`src/rtl/truth_table_sweeper_if.sv`:
```
// Sweep bus between the truth-table sweeper (master) and the DUT/controller side (slave).
// It carries the start strobe, the driven minterm, the DUT output and the captured results.
interface truth_table_sweeper_if #(
    parameter int N_IN = 2
);
    localparam int M = 2 ** N_IN;

    logic            start;
    logic [N_IN-1:0] x;
    logic            s_in;
    logic            busy;
    logic            done;
    logic            pass;
    logic [N_IN:0]   err_count;
    logic [N_IN-1:0] first_err;
    logic            first_err_valid;
    logic [M-1:0]    cap_table;

    modport master (
        input  start, s_in,
        output x, busy, done, pass, err_count, first_err, first_err_valid, cap_table
    );

    modport slave (
        output start, s_in,
        input  x, busy, done, pass, err_count, first_err, first_err_valid, cap_table
    );
endinterface

```
`src/rtl/truth_table_sweeper.sv`:
```
// Walks every input minterm of a combinational DUT, samples its output after a settle window
// and checks the captured truth table against EXPECT.
module truth_table_sweeper #(
    parameter int               N_IN   = 2,
    parameter int               SETTLE = 1,
    parameter logic [2**N_IN-1:0] EXPECT = 4'b0010
) (
    input  logic                clock,
    input  logic                reset,
    truth_table_sweeper_if.master bus
);
    localparam int M = 2 ** N_IN;

    // WAIT covers SETTLE cycles and SAMPLE the last one, so each minterm lasts SETTLE+1 cycles.
    localparam logic [3:0] CNT_LD = (SETTLE == 0) ? 4'd0 : 4'(SETTLE - 1);

    typedef enum logic [1:0] {IDLE, WAIT, SAMPLE, DONE} state_t;

    state_t        state;
    logic [3:0]    cnt;
    logic          mis;
    logic [N_IN:0] err_nxt;

    assign mis     = (bus.s_in != EXPECT[bus.x]);
    assign err_nxt = bus.err_count + (N_IN+1)'(mis);

    always_ff @(posedge clock) begin
        if (reset) begin
            state               <= IDLE;
            cnt                 <= '0;
            bus.x               <= '0;
            bus.busy            <= 1'b0;
            bus.done            <= 1'b0;
            bus.pass            <= 1'b0;
            bus.err_count       <= '0;
            bus.first_err       <= '0;
            bus.first_err_valid <= 1'b0;
            bus.cap_table       <= '0;
        end else begin
            case (state)
                IDLE, DONE: begin
                    if (bus.start) begin
                        bus.x               <= '0;
                        bus.busy            <= 1'b1;
                        bus.done            <= 1'b0;
                        bus.pass            <= 1'b0;
                        bus.err_count       <= '0;
                        bus.first_err       <= '0;
                        bus.first_err_valid <= 1'b0;
                        bus.cap_table       <= '0;
                        cnt                 <= CNT_LD;
                        state               <= (SETTLE == 0) ? SAMPLE : WAIT;
                    end
                end
                WAIT: begin
                    if (cnt == 4'd0) state <= SAMPLE;
                    else             cnt   <= cnt - 4'd1;
                end
                SAMPLE: begin
                    bus.cap_table[bus.x] <= bus.s_in;
                    if (mis) begin
                        bus.err_count <= err_nxt;
                        if (!bus.first_err_valid) begin
                            bus.first_err       <= bus.x;
                            bus.first_err_valid <= 1'b1;
                        end
                    end
                    if (bus.x == N_IN'(M - 1)) begin
                        state    <= DONE;
                        bus.busy <= 1'b0;
                        bus.done <= 1'b1;
                        bus.pass <= (err_nxt == '0);
                    end else begin
                        bus.x <= bus.x + 1'b1;
                        cnt   <= CNT_LD;
                        state <= (SETTLE == 0) ? SAMPLE : WAIT;
                    end
                end
                default: state <= IDLE;
            endcase
        end
    end
endmodule
```
`src/flat_wrapper.sv`:
```
// flat-port wrapper written by rule: the top's interface ports become plain ports
module truth_table_sweeper_flat 
#(
    parameter int               N_IN   = 2,
    parameter int               SETTLE = 1,
    parameter logic [2**N_IN-1:0] EXPECT = 4'b0010
)
  (clock, reset, bus_start, bus_s_in, bus_x, bus_busy, bus_done, bus_pass, bus_err_count, bus_first_err, bus_first_err_valid, bus_cap_table);
  truth_table_sweeper_if #(.N_IN(N_IN)) bus_i ();
  input  logic clock;
  input  logic reset;
  input wire logic [$bits(bus_i.start)-1:0] bus_start;
  input wire logic [$bits(bus_i.s_in)-1:0] bus_s_in;
  output wire logic [$bits(bus_i.x)-1:0] bus_x;
  output wire logic [$bits(bus_i.busy)-1:0] bus_busy;
  output wire logic [$bits(bus_i.done)-1:0] bus_done;
  output wire logic [$bits(bus_i.pass)-1:0] bus_pass;
  output wire logic [$bits(bus_i.err_count)-1:0] bus_err_count;
  output wire logic [$bits(bus_i.first_err)-1:0] bus_first_err;
  output wire logic [$bits(bus_i.first_err_valid)-1:0] bus_first_err_valid;
  output wire logic [$bits(bus_i.cap_table)-1:0] bus_cap_table;
  assign bus_i.start = bus_start;
  assign bus_i.s_in = bus_s_in;
  assign bus_x = bus_i.x;
  assign bus_busy = bus_i.busy;
  assign bus_done = bus_i.done;
  assign bus_pass = bus_i.pass;
  assign bus_err_count = bus_i.err_count;
  assign bus_first_err = bus_i.first_err;
  assign bus_first_err_valid = bus_i.first_err_valid;
  assign bus_cap_table = bus_i.cap_table;
  truth_table_sweeper #(.N_IN(N_IN), .SETTLE(SETTLE), .EXPECT(EXPECT)) u_core (.clock(clock), .reset(reset), .bus(bus_i));
endmodule
```
`config.mk`:
```
export PLATFORM = sky130hd
export DESIGN_NAME = truth_table_sweeper_flat
export DESIGN_NICKNAME = d
export VERILOG_FILES = /design/src/rtl/truth_table_sweeper_if.sv /design/src/rtl/truth_table_sweeper.sv /design/src/flat_wrapper.sv
export SDC_FILE = /design/constraint.sdc
export NUM_CORES = 1
export LEC_CHECK = 0
export ABC_AREA = 1
export BUFFER_PORTS_ARGS = -buffer_cell sky130_fd_sc_hd__buf_2
export CAP_MARGIN = 25
export CORE_MARGIN = 5
export CORE_UTILIZATION = 39
export CTS_BUF_LIST = sky130_fd_sc_hd__clkbuf_8
export DETAILED_ROUTE_END_ITERATION = 10
export HOLD_SLACK_MARGIN = 0.03
export REMOVE_ABC_BUFFERS = 1
export SLEW_MARGIN = 20
export SYNTH_ARGS = -nofsm -noshare
export SYNTH_HDL_FRONTEND = slang
export SYNTH_SLANG_ARGS = --single-unit
```
`constraint.sdc`:
```
create_clock -name clock -period 2.32 [get_ports clock]
set_input_delay 0.232 -clock clock [delete_from_list [all_inputs] [get_ports clock]]
set_output_delay 0.232 -clock clock [all_outputs]
set_load 0.05 [all_outputs]
```
==> key figures <==
Status
  – Status: finished, final reports clean

Detailed routing
  – Vias per Instance: around 4.8
  – Met2 routed WL: ~1100 microns
  – Via count: approximately 1100
  – Wirelength, routed: roughly 2500 microns
  – Met1 wire length: roughly 1200 microns
  – DR iter-0 viols: 19
  – Antenna-violating nets left: 0
  – Average wire per standard cell: between 10 and 15 microns
  – DR top layer: met4
  – Remaining DRCs: 0
  – Met3 WL post-DR: ~60 microns
  – Drt pass-1 iters: 4

Floorplan
  – Die Y: 65.4 microns
  – IO Pins: 19
  – Die X: between 60 and 70 microns
  – Core Footprint: ~0.0030 sq mm
  – Initial Util: 39.8%
  – Die area: roughly 0.0043 sq mm
  – Row Count: 20

Cells and area
  – Area growth from synthesis to layout: 13.5%
  – Number of inserted diodes: 0
  – Layout Utilization: about 45%
  – Multi-input logic area: 643 sq um
  – Final cell count without fillers: 224
  – # fillers: ~310
  – Most frequent cells in the layout: nand2_1 (41), inv_1 (23), dfxtp_1 (21)
  – Design area: between 0.001 and 0.0015 sq mm
  – Fraction of layout cells with a size suffix above 1: around 20%
  – Nets: a little over 200
  – Commonest non-fill, non-tap cell in the layout: nand2_1
  – Sequential cell area: 420 sq um

Pwr
  – Worst IR Drop VDD: between 0.4 and 0.5 mV
  – Clock power share: 14.6%
  – Total power: around 1.6 mW
  – Register share of total power: between 30% and 40%
  – Switch Pwr: between 0.7 and 0.8 mW
  – Switching share of power: 48.7%
  – P per Cell Area: 1190 mW/mm^2
  – Comb power frac: 54.2%
  – Power Internal: 0.830 mW
  – Leakage: between 0.6 and 0.7 nW

Setup path
  – Worst setup EP type: flip-flop
  – Setup Crit Path Kind: flip-flop to flip-flop
  – Crit path DAT: between 2000 and 2500 ps
  – Reg-to-reg setup timing slack: slightly above 400 ps
  – R2r startpoint: u_core.bus.x[1]
  – Reg2reg end: u_core.bus.pass
  – FF-to-FF path depth: 8
  – CP Max Fanout: 6
  – CP Data Required Time: ~2500 ps
  – Startpoint Class: flip-flop

Synth
  – Ys Warns: 0
  – Most area-consuming cells after synthesis: dfxtp_1 (35%), nand2_1 (13%), ha_1 (12%)
  – Asr flop ratio synth: 0%
  – Post-synth top area cell: dfxtp_1
  – Post-synth EDFFs: 0
  – Top cell type's share of synthesized area: 35.1%
  – Sequential cell area fraction in the yosys report: between 30% and 40%
  – Syn_area_per_cell: roughly 7 sq um
  – Synth Register Bits: 21
  – Synth cell types: 20
  – Cells after synthesis: between 150 and 200
  – Mapped Area: 0.00120 sq mm
  – Primary FF master, synth: dfxtp_1

CTS
  – Hold_buf cts: 0
  – Post-CTS sizing: 0
  – CTS tree: yes
  – CTS clk-pin slew, worst paths: approximately 80 ps
  – CTS H-Tree Depth: 1
  – Clock Path Buffers: 2
  – Root buf cell: clkbuf_8
  – # Post-CTS Setup Buffers: 0
  – TritonCTS sink count: 21
  – Clock Latency Late Sink: 260 ps
  – CTS Buf Count: 3

Place
  – Post-DP HPWL: 1970 microns
  – Placed Area: approximately 0.0013 sq mm
  – Post-Place Cells: 220
  – Routability cong.: ~0.83
  – Port Buffers: 18
  – Place WS: between 400 and 500 ps

STA
  – Slew margin rel.: between 70% and 80%
  – Final worst setup slack: roughly 400 ps
  – RSZ-0062 raised after global routing: false
  – Max Slew Vio Count: 0
  – Tmin final: ~1900 ps
  – Fin crit share: approximately 83%
  – Final setup skew: ~2.1 ps
  – Measured slew at the worst slew-check pin: approximately 430 ps
  – Final setup vio count: 0
  – Final setup TNS: 0 ps
  – Final hold vios: 0
  – Fin Hold WS: ~280 ps
  – Achievable Freq: 522 MHz

GRT
  – Antenna violations before repair: 0
  – Vias in the first global route: roughly 1000
  – Gr ovfl total: 0
  – First-pass GRT wire length: around 4300 microns
  – Tot GR Track Use: between 10% and 20%
  – Largest net degree at the start of global routing: 12

Worst hold path
  – WHS Endpoint: u_core.bus.cap_table[3]
  – WHS Path Cells: 3
  – Hold Path Class: primary input to flip-flop
  – Hold Crit Start: bus_s_in

Run
  – Max Cap Viol: 0
[sequential cells by signal, indices dropped and copies added, names as in the netlist]
| signal | count |
|---|---|
| u_core.bus.done | 1 |
| u_core.bus.first_err | 2 |
| u_core.bus.cap_table | 4 |
| u_core.bus.busy | 1 |
| u_core.state | 2 |
| u_core.bus.first_err_valid | 1 |
| u_core.bus.x | 2 |
| u_core.bus.err_count | 3 |
| u_core.cnt | 4 |
| u_core.bus.pass | 1 |
[worst max-delay path, cell delays in order (launching register included)]
cell and delay [ps]:
dfxtp_1 420, inv_1 90, ha_1 200, ha_1 320
ha_1 200, ha_1 290, nor3_1 180, a21oi_1 90
nor2_1 70
[power by group through the flow]
stage,Sequential (mW),Combinational [mW],Clock (mW)
after floorplan,0.627,0.598,0
after global placement,0.510,0.869,0
after detailed placement,0.512,0.884,0
after CTS,0.504,0.888,0.249
after global routing,0.517,0.991,0.265
final,0.504,0.877,0.235
[worst max-delay path by stage]
stage / start / endpoint / slack (ps) / depth (start not counted)
floorplan: u_core.bus.x[1] / u_core.bus.pass / 170 / 8
global placement: u_core.bus.x[1] / u_core.bus.pass / 490 / 8
detailed placement: u_core.bus.x[1] / u_core.bus.pass / 400 / 8
CTS: u_core.bus.x[1] / u_core.bus.pass / 380 / 8
global route: u_core.bus.x[1] / u_core.bus.pass / 230 / 8
finish: u_core.bus.x[1] / u_core.bus.pass / 400 / 8
[metal layers]
layer | track usage (%) | up-vias
li1 | - | 571
met1 | 15.5 | 476
met2 | 21.4 | 13
met3 | 2.91 | 4
met4 | 6.99 | 0
met5 | 0 | -
[kinds of logic after synthesis]
| logic type | after synthesis | share of synthesized area [%] |
|---|---|---|
| AND/OR/NAND/NOR | 84 | 32.6 |
| buffers and inverters | 32 | 11.1 |
| adder cells (fa/ha/maj) | 11 | 11.5 |
| AO/OA/AOI/OAI | 23 | 9.62 |
| flip-flops | 21 | 35.1 |
[synth_stat cells (3+ instances only)]
| cell type | instances |
|---|---|
| a21oi_1 | 16 |
| dfxtp_1 | 21 |
| ha_1 | 11 |
| inv_1 | 22 |
| inv_2 | 6 |
| nand2_1 | 41 |
| nand2_2 | 3 |
| nand2_4 | 3 |
| nand3_1 | 9 |
| nor2_1 | 20 |
| o21ai_0 | 5 |
[area by class of cell]
class | instances | share of cell area (%)
clock buffer | 3 | 3.04
clock inverter | 1 | 0.276
inverter | 30 | 8.66
multi-input combinational | 118 | 47.4
sequential | 21 | 31.0
tap | 33 | 3.04
timing repair buffer | 18 | 6.64
Power figures use the tool's default switching activity.
